==> config.mk <==
export PLATFORM = sky130hd
export DESIGN_NAME = fetch_stage_ctrl
export DESIGN_NICKNAME = d
export VERILOG_FILES = /design/src/rtl/fetch_stage_ctrl.sv
export SDC_FILE = /design/constraint.sdc
export NUM_CORES = 1
export LEC_CHECK = 0
export ABC_AREA = 0
export CORE_ASPECT_RATIO = 1.5
export CORE_MARGIN = 2
export CORE_UTILIZATION = 40
export DETAILED_ROUTE_END_ITERATION = 8
export GPL_TIMING_DRIVEN = 0
export PLACE_DENSITY = 0.8
export SKIP_CTS_REPAIR_TIMING = 1
export SYNTH_ARGS = -nofsm -noshare
export SYNTH_HDL_FRONTEND = slang
export SYNTH_SLANG_ARGS = --single-unit
==> constraint.sdc <==
create_clock -name clk -period 5.5 [get_ports clk]
set_clock_uncertainty 0.15 [all_clocks]
set_input_delay 1.375 -clock clk [delete_from_list [all_inputs] [get_ports clk]]
set_output_delay 1.375 -clock clk [all_outputs]
set_load 0.005 [all_outputs]
==> src/rtl/fetch_stage_ctrl.sv <==
// fetch_stage_ctrl -- IF-stage front-end sequencer.
// Owns the fetch PC and gates the instruction-memory read, the IF/ID load and
// the IF/ID flush. It reacts to back-end stalls, redirects and the decoded
// stop flag, and parks in HALT once the back end has drained.
//
// Ports:
//   clk, rstn        clock (rising edge), asynchronous active-low reset
//   backend_stall    back end cannot accept an instruction this cycle
//   redirect_valid   redirect request, with target redirect_pc
//   stop_det         stop flag currently held in IF/ID
//   pipe_empty       all back-end structures empty
//   pc_out           current fetch address (registered)
//   fetch_en         instruction-memory read enable
//   ifid_we          IF/ID load enable
//   ifid_flush       clear IF/ID contents
//   halted           core halted
//   stall_cnt        saturating count of cycles spent in STALL
module fetch_stage_ctrl #(
   parameter int                   PC_WIDTH     = 32,
   parameter logic [PC_WIDTH-1:0]  RESET_PC     = '0,
   parameter int                   FLUSH_CYCLES = 1
) (
   input  logic                clk,
   input  logic                rstn,
   input  logic                backend_stall,
   input  logic                redirect_valid,
   input  logic [PC_WIDTH-1:0] redirect_pc,
   input  logic                stop_det,
   input  logic                pipe_empty,
   output logic [PC_WIDTH-1:0] pc_out,
   output logic                fetch_en,
   output logic                ifid_we,
   output logic                ifid_flush,
   output logic                halted,
   output logic [15:0]         stall_cnt
);

   typedef enum logic [2:0] {
      IDLE  = 3'd0,
      RUN   = 3'd1,
      STALL = 3'd2,
      FLUSH = 3'd3,
      DRAIN = 3'd4,
      HALT  = 3'd5
   } state_t;

   localparam logic [3:0] FLUSH_LOAD = 4'(FLUSH_CYCLES - 1);

   state_t     state;
   logic [3:0] flush_cnt;
   logic       fire;
   logic       redir_take;

   // Redirects are only honoured once the sequencer is live and not halted.
   always_comb begin
      redir_take = 1'b0;
      fire       = 1'b0;
      redir_take = redirect_valid & (state != HALT) & (state != IDLE);
      fire       = (state == RUN) & ~redirect_valid & ~stop_det & ~backend_stall;
   end

   assign fetch_en   = fire;
   assign ifid_we    = fire;
   assign ifid_flush = redir_take | (state == FLUSH);
   assign halted     = (state == HALT);

   always_ff @(posedge clk or negedge rstn) begin
      if (!rstn) begin
         state     <= IDLE;
         pc_out    <= RESET_PC;
         flush_cnt <= '0;
         stall_cnt <= '0;
      end else begin
         if (state == STALL && stall_cnt != 16'hFFFF)
            stall_cnt <= stall_cnt + 16'd1;

         if (fire)
            pc_out <= pc_out + PC_WIDTH'(4);

         if (redir_take) begin
            // Latest redirect wins, including one arriving during FLUSH.
            pc_out    <= redirect_pc;
            flush_cnt <= FLUSH_LOAD;
            state     <= FLUSH;
         end else begin
            case (state)
               IDLE:  state <= RUN;
               RUN: begin
                  if (stop_det)           state <= DRAIN;
                  else if (backend_stall) state <= STALL;
               end
               STALL: begin
                  // Leaving STALL costs the current cycle as a restart bubble.
                  if (stop_det)            state <= DRAIN;
                  else if (!backend_stall) state <= RUN;
               end
               FLUSH: begin
                  if (flush_cnt == 4'd0) state <= RUN;
                  else                   flush_cnt <= flush_cnt - 4'd1;
               end
               DRAIN: begin
                  if (pipe_empty) state <= HALT;
               end
               default: state <= state;
            endcase
         end
      end
   end

endmodule

# Yosys cells after proc, flatten, opt, wreduce, memory -nomap -nowiden

Cells that the tools add are included.

Register bits after elaboration: 55
Bits of input ports: 38
Output and inout bits: 52

Add/sub/neg operators: 3
Equal/unequal tests: 12
Muxes and demuxes: 13
Bitwise logic cells: 9
Reductions and logical operators: 9

Operators by type and width:

| kind                    | count |
|---|---|
| $mux W32                | 2 |
| $add A32 B3 Y32 const B | 1 |
| $mux W3                 | 7 |
| $add A16 B1 Y16 const B | 1 |
| $ne A16 B16 Y1 const B  | 1 |
| $pmux W3 S5             | 1 |
| $mux W4                 | 3 |
| $ne A4 B4 Y1 const B    | 2 |
| $eq A3 B2 Y1 const B    | 2 |
| $eq A3 B3 Y1 const B    | 2 |
| $ne A3 B3 Y1 const B    | 2 |
| $reduce_bool A6 Y1      | 1 |
| $and A1 B1 Y1           | 5 |
| $reduce_and A5 Y1       | 1 |
| $logic_not A4 Y1        | 1 |
| $reduce_bool A2 Y1      | 2 |
| $sub A4 B1 Y4 const B   | 1 |
| $eq A3 B1 Y1 const B    | 1 |
| $logic_not A3 Y1        | 1 |
| $ne A3 B2 Y1 const B    | 1 |
| $not A1 Y1              | 3 |
| $reduce_bool A3 Y1      | 1 |
| $ne A2 B2 Y1 const B    | 1 |
| $reduce_and A2 Y1       | 1 |
| 2 further kinds         | 2 |

# Longest topological paths before layout

Gate-level depths: netlist of the first run.

Word-level depth: 6
Depth in mapped cells: 7
Mapped depth without buffers: 6

# Least setup slack after synthesis of the first run

OpenSTA, ideal clock, no wires.

Path type: input-to-output
Start: input port redirect_valid
End: output port ifid_we
Arrival: 2239 ps
Required time: 3975 ps
Path slack: 1736 ps
Stages: 5
Buffers on the path: 2
Cell sequence: clkbuf_1 > nor2_1 > nand2_1 > inv_1 > buf_4

Word-level cells in the longest chain between the ends: 4

RTL lines:

| what                       | line | text |
|---|---|---|
| from (decl)                | 26   | `input logic redirect_valid,` |
| $not A1 Y1                 | 59   | `fire = (state == RUN) & ~redirect_valid & ~stop_det & ~backend_stall;` |
| $and A1 B1 Y1 (3 in a row) | 59   |  |
| to (decl)                  | 32   | `output logic ifid_we,` |

Every way passes these cells.

# Final worst setup path of the first run

Start: input port stop_det
End: output port ifid_we

Word-level cells in the longest chain between the ends: 3

RTL lines:

| what                       | line | text |
|---|---|---|
| from (decl)                | 28   | `input logic stop_det,` |
| $not A1 Y1                 | 59   |  |
| $and A1 B1 Y1 (2 in a row) | 59   |  |

Every way passes these cells.

==> results.md, run 1 <==
- Unrepaired setup endpoints after global routing: no
- DRT iter0 DRCs: between 150 and 200
- Mapped Area: 0.00305 sq mm
- Post-route ant nets: 0
- Layout cells sized above 1: under 10%
- DP HPWL: 6.18 mm
- Number of global-route vias before repair: roughly 2800
- Worst R2R Start: state[2]
- Buffers on Ports: 88
- Crit path arrival time: 3.47 ns
- Peak VDD IR: 0.291 mV
- Die height: 111 microns
- Syn. warnings: 0
- DRC: 0
- Clock sink count: 55
- IO Pins: 90
- Synth area leaders: dfrtp_1 45%, nand2_1 5.5%, xnor2_1 5.5%, xor2_1 5.5%, nand4_1 4.1%
- Worst Hold Path Cells: 2
- Clock Tree Root: clkbuf_16
- Logic pwr share: between 40% and 50%
- CTS tree: built
- Gpl congestion: 0.902
- # Max-Cap Violations: 0
- CP max stage delay: about 0.52 ns
- WL met3: 328 microns
- Critical Path Most Common Cell: clkdlybuf4s50_1
- Seq pwr share: 39.7%
- Startpoint types: input port
- CP Class: in2out
- Reg-to-reg endpoint: pc_out[30]
- Fmax: roughly 200 MHz
- Vias per cell: 5.41
- Via count: between 2000 and 3000
- Yosys cell types: 45
- CP max-delay cell: clkdlybuf4s50_1
- Reg2Reg Depth: 6
- DRT Wirelength: between 8 and 9 mm
- Largest net degree at the start of global routing: 37
- Num rows: 39
- Final-stage net count: 467
- Die ar.: 0.00835 sq mm
- CP required: 3.97 ns
- Final instance area: 0.00423 sq mm
- Area Overhead vs Synth: 38.8%
- Crit end category: output pin
- Leak: ~1.7 nW
- Final period util: 90.9%
- Final Hold Viols: 0
- CP max FO: 9
- Final hold slack: 0.339 ns
- First-pass GRT wire length: 13.7 mm
- Routed WL per cell: 15.5 microns
- Psw: 611 uW
- Drt pass-1 iters: 4
- Final min period: 5.00 ns
- Synth async-reset ratio: 100%
- Internal power: 1.09 mW
- Critical path's top delay family: buffers and inverters
- Antenna violations before repair: 1
- Cell Area, Placed: 0.00407 sq mm
- Syn Inst Count: 329
- M1 wire length: 3.23 mm
- Pre-CTS WS: 0.517 ns
- Reg clk slew, reported paths: 0.07 ns
- Crit path buf inv count: 4
- Synth area leader: dfrtp_1
- Die Wd: 75.3 microns
- Hold Crit Class: reg2reg
- Dominant synthesized flop cell: dfrtp_1
- Starting Density: 40.6%
- Syn nets: around 370
- Setup TNS: 0 ns
- Seq cells post-synth: 55
- Synth cell count leaders: 55 x dfrtp_1, 45 x nand2_1, 26 x nor2_1, 23 x o21ai_0, 21 x nand3_1
- Worst slew pin tran: 0.809 ns
- Hold endpoint: pc_out[0]
- Share of the synthesized area in the top cell type: 45.1%
- Metal2 WL: 4.41 mm
- Grt total ovfl: 0
- Clock power share: roughly 20%
- Register area share after synthesis: a little under half
- PnR worst setup slack: 0.503 ns
- Min-delay src: pc_out[0]
- Clock buffer depth: 2
- Post-synth EDFFs: 0
- Pwr Density: 401 mW/mm^2
- Slew margin rel.: 45.7%
- CTS Buf Count: 5
- R2R Setup Slk: 3.12 ns
- GRT Util Overall: 21.2%
- Switch share: 36.0%
- Worst-Skew Late Latency: 0.30 ns
- Total power: 1.70 mW
- Run status: finished, final reports clean
- Synth Area per Inst: 9.27 sq um
- Core area: between 0.007 and 0.008 sq mm
- H-Tree Depth: 2
- Most frequent cell after synthesis: dfrtp_1
- # setup viols final: 0
- Max layer used: met4
- Cell Chain, Critical Path: clkdlybuf4s50_1 > nor4b_4 > nand2_1 > inv_1 > buf_4 > clkdlybuf4s50_1
- Slew Limit Fails: 0
-- layer usage --
layer	vias up	global-route usage, %
li1	1365	-
met1	1409	25.9
met2	77	35.5
met3	13	3.64
met4	0	9.12
met5	-	0
-- state kept, by name, indices dropped and copies added, names as in the netlist --
signal,count
pc_out,32
flush_cnt,4
state,3
stall_cnt,16
-- worst max path at each step --
stage	from	endpoint	slack, ns	cells past startpoint
after detailed placement	stop_det	ifid_we	0.52	6
after CTS	stop_det	ifid_we	0.50	6
after global routing	stop_det	ifid_we	0.38	6
after floorplan	redirect_valid	ifid_we	1.74	5
after global placement	stop_det	ifid_we	0.55	6
final	stop_det	ifid_we	0.50	6
-- power by group through the flow --
| stage | sequential, mW | combinational [mW] | clock (mW) |
|---|---|---|---|
| finish | 0.675 | 0.684 | 0.340 |
| global route | 0.697 | 0.761 | 0.358 |
| CTS | 0.673 | 0.688 | 0.347 |
| detailed placement | 0.678 | 0.683 | 0 |
| global placement | 0.673 | 0.663 | 0 |
| floorplan | 0.656 | 0.351 | 0 |
-- final cells by class --
| type | instances | area [sq um] |
|---|---|---|
| fill | 690 | 3280 |
| multi-input combinational | 252 | 1580 |
| sequential | 55 | 1380 |
| timing repair buffer | 89 | 896 |
| clock buffer | 8 | 156 |
| tap | 102 | 128 |
| buffer | 12 | 57.6 |
| inverter | 10 | 37.5 |
| antenna | 1 | 2.50 |
-- worst register-to-register path, stage by stage, from the launching register on --
cell and delay [ns]:
dfrtp_1 0.40, buf_2 0.18, xor2_1 0.19, o21ai_1 0.66
clkbuf_1 0.46, o211ai_1 0.16, nand3_1 0.12
-- layout by cell type (no fill, tap or decap), drive strengths merged, types with 8 or more instances in the layout --
cell type,netlist,routed
nor2,26,26
nand2,45,45
nand3,22,22
buf,7,9
xnor2,19,19
o21ai,24,24
xor2,19,19
clkbuf,5,13
a21oi,8,8
dfrtp,55,55
nand4,21,21
nor3,8,8
inv,10,10
clkdlybuf4s50,0,87
-- per-stage QoR --
stage	instances	util, %
after global placement	519	54.0
after floorplan	329	-
after global routing	529	56.3
after detailed placement	520	54.2
after CTS	528	56.3
final	529	56.3
-- kinds of logic after synthesis --
group | synth area share (%)
buffers and inverters | 3.12
and+or+nand+nor | 27.5
xor gates and xnor gates | 10.9
muxes | 1.40
adders and majority gates | 1.64
AOI/OAI and AO/OA | 10.3
DFF | 45.1
(Power assumes the default switching activity.)
==> inputs of run 2 (changes only) <==
--- a/config.mk
+++ b/config.mk
@@ -8,10 +8,10 @@
 export ABC_AREA = 0
 export CORE_ASPECT_RATIO = 1.5
 export CORE_MARGIN = 2
-export CORE_UTILIZATION = 40
+export CORE_UTILIZATION = 25
 export DETAILED_ROUTE_END_ITERATION = 8
 export GPL_TIMING_DRIVEN = 0
-export PLACE_DENSITY = 0.8
+export PLACE_DENSITY = 0.59
 export SKIP_CTS_REPAIR_TIMING = 1
 export SYNTH_ARGS = -nofsm -noshare
 export SYNTH_HDL_FRONTEND = slang
==> results.md, run 2 (same netlist as run 1, synthesis figures left out) <==
- DRC: 0
- Startpoint types: input port
- Hold endpoint: pc_out[0]
- Crit path buf inv count: 4
- Drt pass-1 iters: 4
- CP required: 3.97 ns
- CTS Buf Count: 5
- Slew Limit Fails: 0
- Max reg flops: 32
- Antenna violations before repair: 0
- IO Pins: 90
- Slew margin rel.: 46.8%
- Fmax: 198 MHz
- CP Class: in2out
- Switch share: 37.3%
- Buffers on Ports: between 80 and 90
- Cell Chain, Critical Path: clkdlybuf4s50_1 > nor4b_4 > nand2_1 > inv_1 > buf_4 > clkdlybuf4s50_1
- Clock power share: 19.3%
- Clock sink count: 55
- # Max-Cap Violations: 0
- Critical path's top delay family: buffers and inverters
- H-Tree Depth: 2
- Clock buffer depth: 2
- CP max stage delay: 0.53 ns
- Reg-to-reg endpoint: pc_out[30]
- Final instance area: 0.00428 sq mm
- Post-route ant nets: 0
- CP max FO: 9
- Num rows: 49
- Min-delay src: pc_out[0]
- Worst slew pin tran: between 0.7 and 0.8 ns
- DRT iter0 DRCs: 158
- Setup TNS: 0 ns
- # setup viols final: 0
- Levels on crit path: 6
- Commonest non-fill, non-tap cell in the layout: clkdlybuf4s50_1
- Largest net degree at the start of global routing: 38
- Run status: finished, final reports clean
- Seq pwr share: 39.9%
- Most frequent cells in the layout: 87 x clkdlybuf4s50_1, 55 x dfrtp_1, 45 x nand2_1
- Final period util: between 90% and 100%
- Antenna cells: 0
- Vias per cell: 4.86
- Die ar.: ~0.013 sq mm
- Psw: 630 uW
- Via count: 2815
- Logic pwr share: ~40%
- Gpl congestion: 0.788
- Area Overhead vs Synth: 40.3%
- Worst R2R Start: state[2]
- Worst-Skew Late Latency: 0.30 ns
- Die Wd: 94.2 microns
- R2R Setup Slk: 3.07 ns
- Reg clk slew, reported paths: 0.08 ns
- Total power: 1.69 mW
- Reg2Reg Depth: 6
- Unrepaired setup endpoints after global routing: no
- Cell Area, Placed: roughly 0.0041 sq mm
- Crit end category: output pin
- Grt total ovfl: 0
- Core area: roughly 0.012 sq mm
- CP max-delay cell: clkdlybuf4s50_1
- Routed WL per cell: 16.0 microns
- Pwr Density: 395 mW/mm^2
- First-pass GRT wire length: approximately 15 mm
- Biggest regs: pc_out x32, stall_cnt x16, flush_cnt x4
- Peak VDD IR: 0.160 mV
- Number of global-route vias before repair: 2801
- Final min period: ~5 ns
- Worst Hold Path Cells: 2
- Die height: around 140 microns
- Largest Register: pc_out
- Internal power: between 1 and 1.5 mW
- Final Hold Viols: 0
- Clock Tree Root: clkbuf_16
- Starting Density: 25.5%
- Hold Crit Class: reg2reg
- Layout cells sized above 1: 5.63%
- Crit path arrival time: between 3 and 4 ns
- DRT Wirelength: 9.25 mm
- GRT Util Overall: approximately 14%
- CTS tree: built
- Critical Path Most Common Cell: clkdlybuf4s50_1
- DP HPWL: 6.89 mm
- Leak: 1.68 nW
- Final-stage net count: 467
## run 2: worst max path at each step
stage / startpoint / to / slack [ns]
CTS: stop_det / ifid_we / 0.40
detailed placement: stop_det / ifid_we / 0.42
global route: stop_det / ifid_we / 0.25
global placement: stop_det / ifid_we / 0.42
floorplan: redirect_valid / ifid_we / 1.74
finish: stop_det / ifid_we / 0.44
## run 2: layout make-up
class	instances	area (sq um)
timing repair buffer	89	896
fill	1231	7680
inverter	10	37.5
sequential	55	1380
clock inverter	2	12.5
buffer	12	57.6
clock buffer	6	129
multi-input combinational	252	1580
tap	153	191
## run 2: worst min-delay path: cells and delay by family, from the launching register on
family	cells	cell delay, ns
and+or+nand+nor	2	0.10
DFF	1	0.35
## run 2: power by group through the flow
| stage | Sequential (mW) | Combinational (mW) | Clock, mW |
|---|---|---|---|
| 6_report | 0.674 | 0.690 | 0.327 |
| 5_1_grt | 0.696 | 0.766 | 0.348 |
| 4_1_cts | 0.674 | 0.701 | 0.334 |
| 3_5_place_dp | 0.681 | 0.696 | 0 |
| 3_3_place_gp | 0.676 | 0.678 | 0 |
| 2_1_floorplan | 0.656 | 0.351 | 0 |
## run 2: metal layers
layer  vias up  wire length, microns  GRT usage (%)
met3         9                   684           4.60
met1      1360                  3730           16.7
met5         -                     0              0
li1       1367                     -              -
met2        79                  4670           25.3
met4         0                   161           3.97
## run 2: through the flow
step / instances / util (%) / hold WS, ns / setup slack (ns)
3_5_place_dp: 571 / 34.6 / 0.316 / 0.423
3_3_place_gp: 570 / 34.5 / 0.320 / 0.423
2_1_floorplan: 329 / - / 0.320 / 1.74
6_report: 579 / 35.8 / 0.330 / 0.442
5_1_grt: 579 / 35.8 / 0.364 / 0.248
4_1_cts: 579 / 35.8 / 0.335 / 0.404
==> inputs of run 3 (changes only) <==
--- a/config.mk
+++ b/config.mk
@@ -9,6 +9,7 @@
 export CORE_ASPECT_RATIO = 1.5
 export CORE_MARGIN = 2
 export CORE_UTILIZATION = 25
+export CTS_CLUSTER_DIAMETER = 40
 export DETAILED_ROUTE_END_ITERATION = 8
 export GPL_TIMING_DRIVEN = 0
 export PLACE_DENSITY = 0.59
==> results of run 3 <==
Final layout, timing and power as in run 2 (identical DEF).
